--- src/rtl/lsu_bus_master.sv ---
// Load/store bus master: turns one decoded memory command into a single word-aligned
// data-memory bus request, with strobe/lane handling, load extension and a timeout.
module lsu_bus_master #(
  parameter int unsigned TIMEOUT = 255
) (
  input  logic        clk,
  input  logic        rst,
  input  logic        req_valid,
  output logic        req_ready,
  input  logic        mem_wen,
  input  logic        mem_ren,
  input  logic [3:0]  rw_type,
  input  logic [31:0] addr,
  input  logic [31:0] wdata,
  output logic        done,
  output logic        err,
  output logic [31:0] rdata,
  output logic        bus_valid,
  input  logic        bus_ready,
  output logic        bus_we,
  output logic [31:0] bus_addr,
  output logic [3:0]  bus_wstrb,
  output logic [31:0] bus_wdata,
  input  logic        bus_rvalid,
  input  logic [31:0] bus_rdata
);

  typedef enum logic [1:0] {
    IDLE = 2'd0,
    ADDR = 2'd1,
    RESP = 2'd2,
    DONE = 2'd3
  } state_t;

  state_t      state_q;
  logic [15:0] cnt_q;
  logic [1:0]  lane_q;
  logic [2:0]  size_q;
  logic        uns_q;
  logic        done_q;
  logic        err_q;
  logic [31:0] rdata_q;
  logic        bus_valid_q;
  logic        bus_we_q;
  logic [31:0] bus_addr_q;
  logic [3:0]  bus_wstrb_q;
  logic [31:0] bus_wdata_q;

  logic        accept;
  logic        size_ok;
  logic        misalign;
  logic        bad_cmd;
  logic        timeout_hit;

  // size is the one-hot {w,h,b} field of rw_type
  function automatic logic [3:0] strb_f(input logic [2:0] sz, input logic [1:0] a);
    case (sz)
      3'b100:  strb_f = 4'b1111;
      3'b010:  strb_f = 4'b0011 << {a[1], 1'b0};
      3'b001:  strb_f = 4'b0001 << a;
      default: strb_f = 4'b0000;
    endcase
  endfunction

  function automatic logic [31:0] wdata_f(input logic [2:0] sz, input logic [31:0] d);
    case (sz)
      3'b100:  wdata_f = d;
      3'b010:  wdata_f = {2{d[15:0]}};
      3'b001:  wdata_f = {4{d[7:0]}};
      default: wdata_f = 32'h0000_0000;
    endcase
  endfunction

  function automatic logic [31:0] load_f(input logic [2:0] sz, input logic uns,
                                         input logic [1:0] lane, input logic [31:0] d);
    logic [7:0]  b;
    logic [15:0] h;
    b = 8'(d >> {lane, 3'b000});
    h = 16'(d >> {lane[1], 4'b0000});
    case (sz)
      3'b100:  load_f = d;
      3'b010:  load_f = {{16{h[15] & ~uns}}, h};
      3'b001:  load_f = {{24{b[7] & ~uns}}, b};
      default: load_f = 32'h0000_0000;
    endcase
  endfunction

  assign req_ready = (state_q == IDLE);
  assign accept    = req_valid & req_ready & (mem_wen | mem_ren);
  assign size_ok   = (rw_type[2:0] == 3'b100) | (rw_type[2:0] == 3'b010) |
                     (rw_type[2:0] == 3'b001);
  assign misalign  = (rw_type[1] & addr[0]) | (rw_type[2] & (addr[1:0] != 2'b00));
  assign bad_cmd   = (mem_wen & mem_ren) | ~size_ok | misalign;
  // Abort decision is made one cycle early so done lands exactly TIMEOUT cycles after accept.
  assign timeout_hit = ({1'b0, cnt_q} + 17'd2) >= 17'(TIMEOUT);

  always_ff @(posedge clk) begin
    if (rst) begin
      state_q     <= IDLE;
      cnt_q       <= 16'd0;
      lane_q      <= 2'd0;
      size_q      <= 3'd0;
      uns_q       <= 1'b0;
      done_q      <= 1'b0;
      err_q       <= 1'b0;
      rdata_q     <= 32'h0000_0000;
      bus_valid_q <= 1'b0;
      bus_we_q    <= 1'b0;
      bus_addr_q  <= 32'h0000_0000;
      bus_wstrb_q <= 4'b0000;
      bus_wdata_q <= 32'h0000_0000;
    end else begin
      case (state_q)
        IDLE: begin
          if (accept) begin
            cnt_q <= 16'd0;
            if (bad_cmd) begin
              state_q <= DONE;
              done_q  <= 1'b1;
              err_q   <= 1'b1;
              rdata_q <= 32'h0000_0000;
            end else begin
              state_q     <= ADDR;
              lane_q      <= addr[1:0];
              size_q      <= rw_type[2:0];
              uns_q       <= rw_type[3];
              bus_valid_q <= 1'b1;
              bus_we_q    <= mem_wen;
              bus_addr_q  <= {addr[31:2], 2'b00};
              bus_wstrb_q <= mem_wen ? strb_f(rw_type[2:0], addr[1:0]) : 4'b0000;
              bus_wdata_q <= mem_wen ? wdata_f(rw_type[2:0], wdata) : 32'h0000_0000;
            end
          end
        end
        ADDR: begin
          cnt_q <= cnt_q + 16'd1;
          if (bus_ready) begin
            bus_valid_q <= 1'b0;
            if (bus_we_q) begin
              state_q <= DONE;
              done_q  <= 1'b1;
              err_q   <= 1'b0;
              rdata_q <= 32'h0000_0000;
            end else begin
              state_q <= RESP;
            end
          end else if (timeout_hit) begin
            bus_valid_q <= 1'b0;
            state_q     <= DONE;
            done_q      <= 1'b1;
            err_q       <= 1'b1;
            rdata_q     <= 32'h0000_0000;
          end
        end
        RESP: begin
          cnt_q <= cnt_q + 16'd1;
          if (bus_rvalid) begin
            state_q <= DONE;
            done_q  <= 1'b1;
            err_q   <= 1'b0;
            rdata_q <= load_f(size_q, uns_q, lane_q, bus_rdata);
          end else if (timeout_hit) begin
            state_q <= DONE;
            done_q  <= 1'b1;
            err_q   <= 1'b1;
            rdata_q <= 32'h0000_0000;
          end
        end
        DONE: begin
          state_q <= IDLE;
          done_q  <= 1'b0;
          err_q   <= 1'b0;
          rdata_q <= 32'h0000_0000;
        end
        default: begin
          state_q     <= IDLE;
          done_q      <= 1'b0;
          err_q       <= 1'b0;
          bus_valid_q <= 1'b0;
        end
      endcase
    end
  end

  assign done      = done_q;
  assign err       = err_q;
  assign rdata     = rdata_q;
  assign bus_valid = bus_valid_q;
  assign bus_we    = bus_we_q;
  assign bus_addr  = bus_addr_q;
  assign bus_wstrb = bus_wstrb_q;
  assign bus_wdata = bus_wdata_q;

endmodule
--- config.mk ---
export PLATFORM = sky130hd
export DESIGN_NAME = lsu_bus_master
export DESIGN_NICKNAME = d
export VERILOG_FILES = /design/src/rtl/lsu_bus_master.sv
export SDC_FILE = /design/constraint.sdc
export NUM_CORES = 1
export LEC_CHECK = 0
export CAP_MARGIN = 15
export CORE_ASPECT_RATIO = 0.8
export CORE_MARGIN = 5
export CORE_UTILIZATION = 35
export CTS_BUF_LIST = sky130_fd_sc_hd__clkbuf_8
export DETAILED_ROUTE_END_ITERATION = 8
export DONT_BUFFER_PORTS = 1
export MAX_ROUTING_LAYER = met4
export PLACE_DENSITY_LB_ADDON = 0.2
export SETUP_SLACK_MARGIN = 0.02
export SYNTH_ARGS = -nofsm -noshare
export SYNTH_HDL_FRONTEND = slang
export SYNTH_SLANG_ARGS = --single-unit
export TNS_END_PERCENT = 10
--- constraint.sdc ---
create_clock -name clk -period 2.3 [get_ports clk]
set_input_delay 0.115 -clock clk [delete_from_list [all_inputs] [get_ports clk]]
set_output_delay 0.115 -clock clk [all_outputs]
set_load 0.05 [all_outputs]
==> reports/results.ini <==
[sta]
setup_viol = 26
fin_hold_ws_ps = -261
fin_crit_ps = 2380
slew_headroom_pct = 51.6
hold_violations = 93
worst_slew_pin_slew_ps = 727
setup_slack_ps = -77.9
fmax_mhz = 421
finalSetupTns_ps = -1450
finClkSkew_ps = 13.4
fin_crit_sh_pct = 103
rsz0062_at_grt = true
slew_violations = 0

[synthesis]
yosysWarningCount = 0
avgSynthCellArea_um2 = 7.80
synth_area_um2 = 6270
synth-seq-area-share_pct = 40.2
synth_edf_count = 0
ys_async_sr_fraction_pct = 0
postSynthCellCount = 804
synth_seq_cells = 126
ys_types = 70
synth_ff_type = dfxtp_1

[place]
portBuffers = 0
post-place-cells = 1032
dpl_cell_area_um2 = 6830
dpl.hpwl_um = 15300
place.gp.congestion = 0.936

[power_and_ir_drop]
power_density_nw_per_um2 = 785
vdd_drop_max_uv = 388
power_w = 0.00602
p_leak_nw = 2.55

[clocking]
ctsHoldBuffers = 13
cts_buffer_depth = 2
clkTransAtPathRegs_ps = 90
htree_levels = 4
cts.sinks = 126
cts_buffers = 17
clkLatencyLatePin_ps = 460
cts_tree = built
cts-root-buf = clkbuf_8

[run_status]
outcome = complete, but fails checks
violations = negative hold slack, negative setup slack

[layout]
final_cells = 1089
diodes = 0
syn2layout_area_growth_pct = 22.2
drive_gt1_share_pct = 20.5
final_area_um2 = 7660
layout.nets = 966

[drt]
drc = 0
wl_um = 21400
drt_iter0_drc = 552
viasPerCell = 5.60
first_pass_iters = 6
ant_nets = 0
wl_per_cell_um = 19.7
vias = 6101

[global_route]
grt_pass1_wl_um = 32800
antenna_found_initial = 0
overflow = 0
grt_pass1_vias = 6008
grt_start_max_net_pins = 107
grt.total_usage_pct = 20.4

[setup_path]
end_kind = flip-flop
required_ps = 2690
cp_data_arrival_time_ps = 2760
reg2reg_depth = 11
crit_fanout = 6
cp-start-kind = flip-flop
r2r-end = rdata[15]
worstSetupEndpoint = rdata[15]
critPathLaunch = cnt_q[2]
timing.rr.start = cnt_q[2]
crit_type = reg -> reg
r2r_slack_ps = -80

[flow_run]
maxCapViolations = 0

[die]
die_w_um = 160
die_y_um = 130
io_pins = 212
coreArea_um2 = 17500
row_count = 43
dieArea_um2 = 20700
start_util_pct = 35.9

[worst_hold_path]
min_path_type = in -> reg
holdCritStartpoint = rst

area by class of cell:
cell class                 instances  area, µm²
clock inverter                    15        145
timing repair buffer              85        778
sequential                       126       2540
clock buffer                      17        234
fill                            1727       9820
multi-input combinational        605       3620
tap                              225        282
inverter                          16       60.1
layout by cell type, fill, tap and decap left out, types with 4 or more instances in the layout:
master         instances
nand2_1              147
dfxtp_1              116
a21oi_1              111
nor2_1                76
buf_4                 60
nand3_1               39
o21ai_0               26
a22oi_1               24
clkbuf_8              17
a22o_1                16
dlygate4sd3_1         13
nor3_1                11
inv_1                 10
mux2_2                 8
xor2_1                 8
dfxtp_2                8
nor2b_1                7
xnor2_1                7
a222oi_1               7
inv_2                  6
a21oi_2                6
nand4_1                6
o21ai_2                6
a211oi_1               6
buf_6                  6
o21ai_1                5
ha_1                   5
inv_6                  5
inv_8                  5
o31ai_1                4
nand2b_1               4
buf_12                 4
synthesized netlist by cell type (4+ instances only):
cell | n | area share, %
a22oi_1 | 27 | 3.2
nor2_1 | 78 | 4.7
o31ai_1 | 4 | 0.48
nor2b_1 | 7 | 0.70
inv_1 | 15 | 0.90
nor3_1 | 12 | 0.96
nor4_1 | 6 | 0.60
nand4_1 | 6 | 0.60
buf_2 | 7 | 0.56
a21oi_1 | 115 | 9.2
buf_1 | 7 | 0.42
nand2_1 | 148 | 8.9
ha_1 | 8 | 1.6
xor2_1 | 8 | 1.1
a222oi_1 | 7 | 1.1
a22o_1 | 16 | 2.2
dfxtp_1 | 126 | 40
clkbuf_1 | 39 | 2.3
xnor2_1 | 7 | 0.98
o21ai_0 | 33 | 2.6
mux2_2 | 8 | 1.4
nand2b_1 | 4 | 0.40
nand3_1 | 41 | 3.3
a211oi_1 | 7 | 0.84
routing by layer:
layer	vias to the layer above	routed length, µm	global-route usage, %
met1	2891	9180	24.9
met2	257	10000	32.4
met3	22	1990	7.61
met4	0	218	5.20
met5	-	0	-
li1	2931	-	-
per-stage QoR:
step / worst slack (ps) / utilization, % / hold WS, ps
finish: -77.9 / 43.8 / -261
global route: -190 / 43.8 / -300
CTS: -35.3 / 42.5 / -293
detailed placement: -44.0 / 39.1 / 209
global placement: -0.213 / 39.1 / 200
floorplan: 1.64 / - / 251
kinds of logic (layout without fill, tap and decap cells):
kind of cell             Yosys count  after routing  share of synthesized area, %
AO/OA/AOI/OAI                    244            244                          25.2
other                              1              2                        0.0598
XOR/XNOR                          15             15                          2.09
buffers and inverters             74            133                          4.99
flip-flops                       126            126                          40.2
multiplexers                      11             11                          2.11
AND/OR/NAND/NOR                  325            325                          23.8
adder cells (fa/ha/maj)            8              8                          1.60
registers in the layout, indices dropped and copies added (netlist names):
| signal | count |
|---|---|
| rdata | 32 |
| state_q | 2 |
| lane_q | 2 |
| bus_wstrb | 4 |
| done | 1 |
| bus_we | 1 |
| bus_wdata | 32 |
| cnt_q | 16 |
| bus_addr | 30 |
| size_q | 3 |
| err | 1 |
| bus_valid | 1 |
| uns_q | 1 |
worst min-delay path by stage:
| stage | to | cells after the start |
|---|---|---|
| 6_report | rdata[25] | 1 |
| 5_1_grt | rdata[27] | 1 |
| 4_1_cts | rdata[25] | 1 |
| 3_5_place_dp | rdata[27] | 1 |
| 3_3_place_gp | rdata[18] | 1 |
| 2_1_floorplan | uns_q | 2 |
report_power, final:
part           total, W  switching, W  internal [W]
Sequential      0.00243      0.000185       0.00225
Combinational   0.00169      0.000929      0.000761
Clock           0.00189       0.00109      0.000804
Total           0.00602       0.00220       0.00381
critical path: stages, from the launching register on:
cell and delay, ps:
dfxtp_4 370, ha_4 170, nand3_4 100, nor3_4 200, mux2i_2 340, nand4b_4 170
buf_6 160, o31ai_4 290, buf_6 170, clkbuf_16 150, a22oi_1 80, nor2_1 110
timing repair:
item,4_1_cts,5_1_grt
gates cloned,0,2
endpoints found under the hold margin,112,101
pin swaps,8,31
buffers inserted,4,7
setup endpoints to repair,18,50
gates resized for setup,12,42
Note: power is estimated with default switching activity, not from simulation.
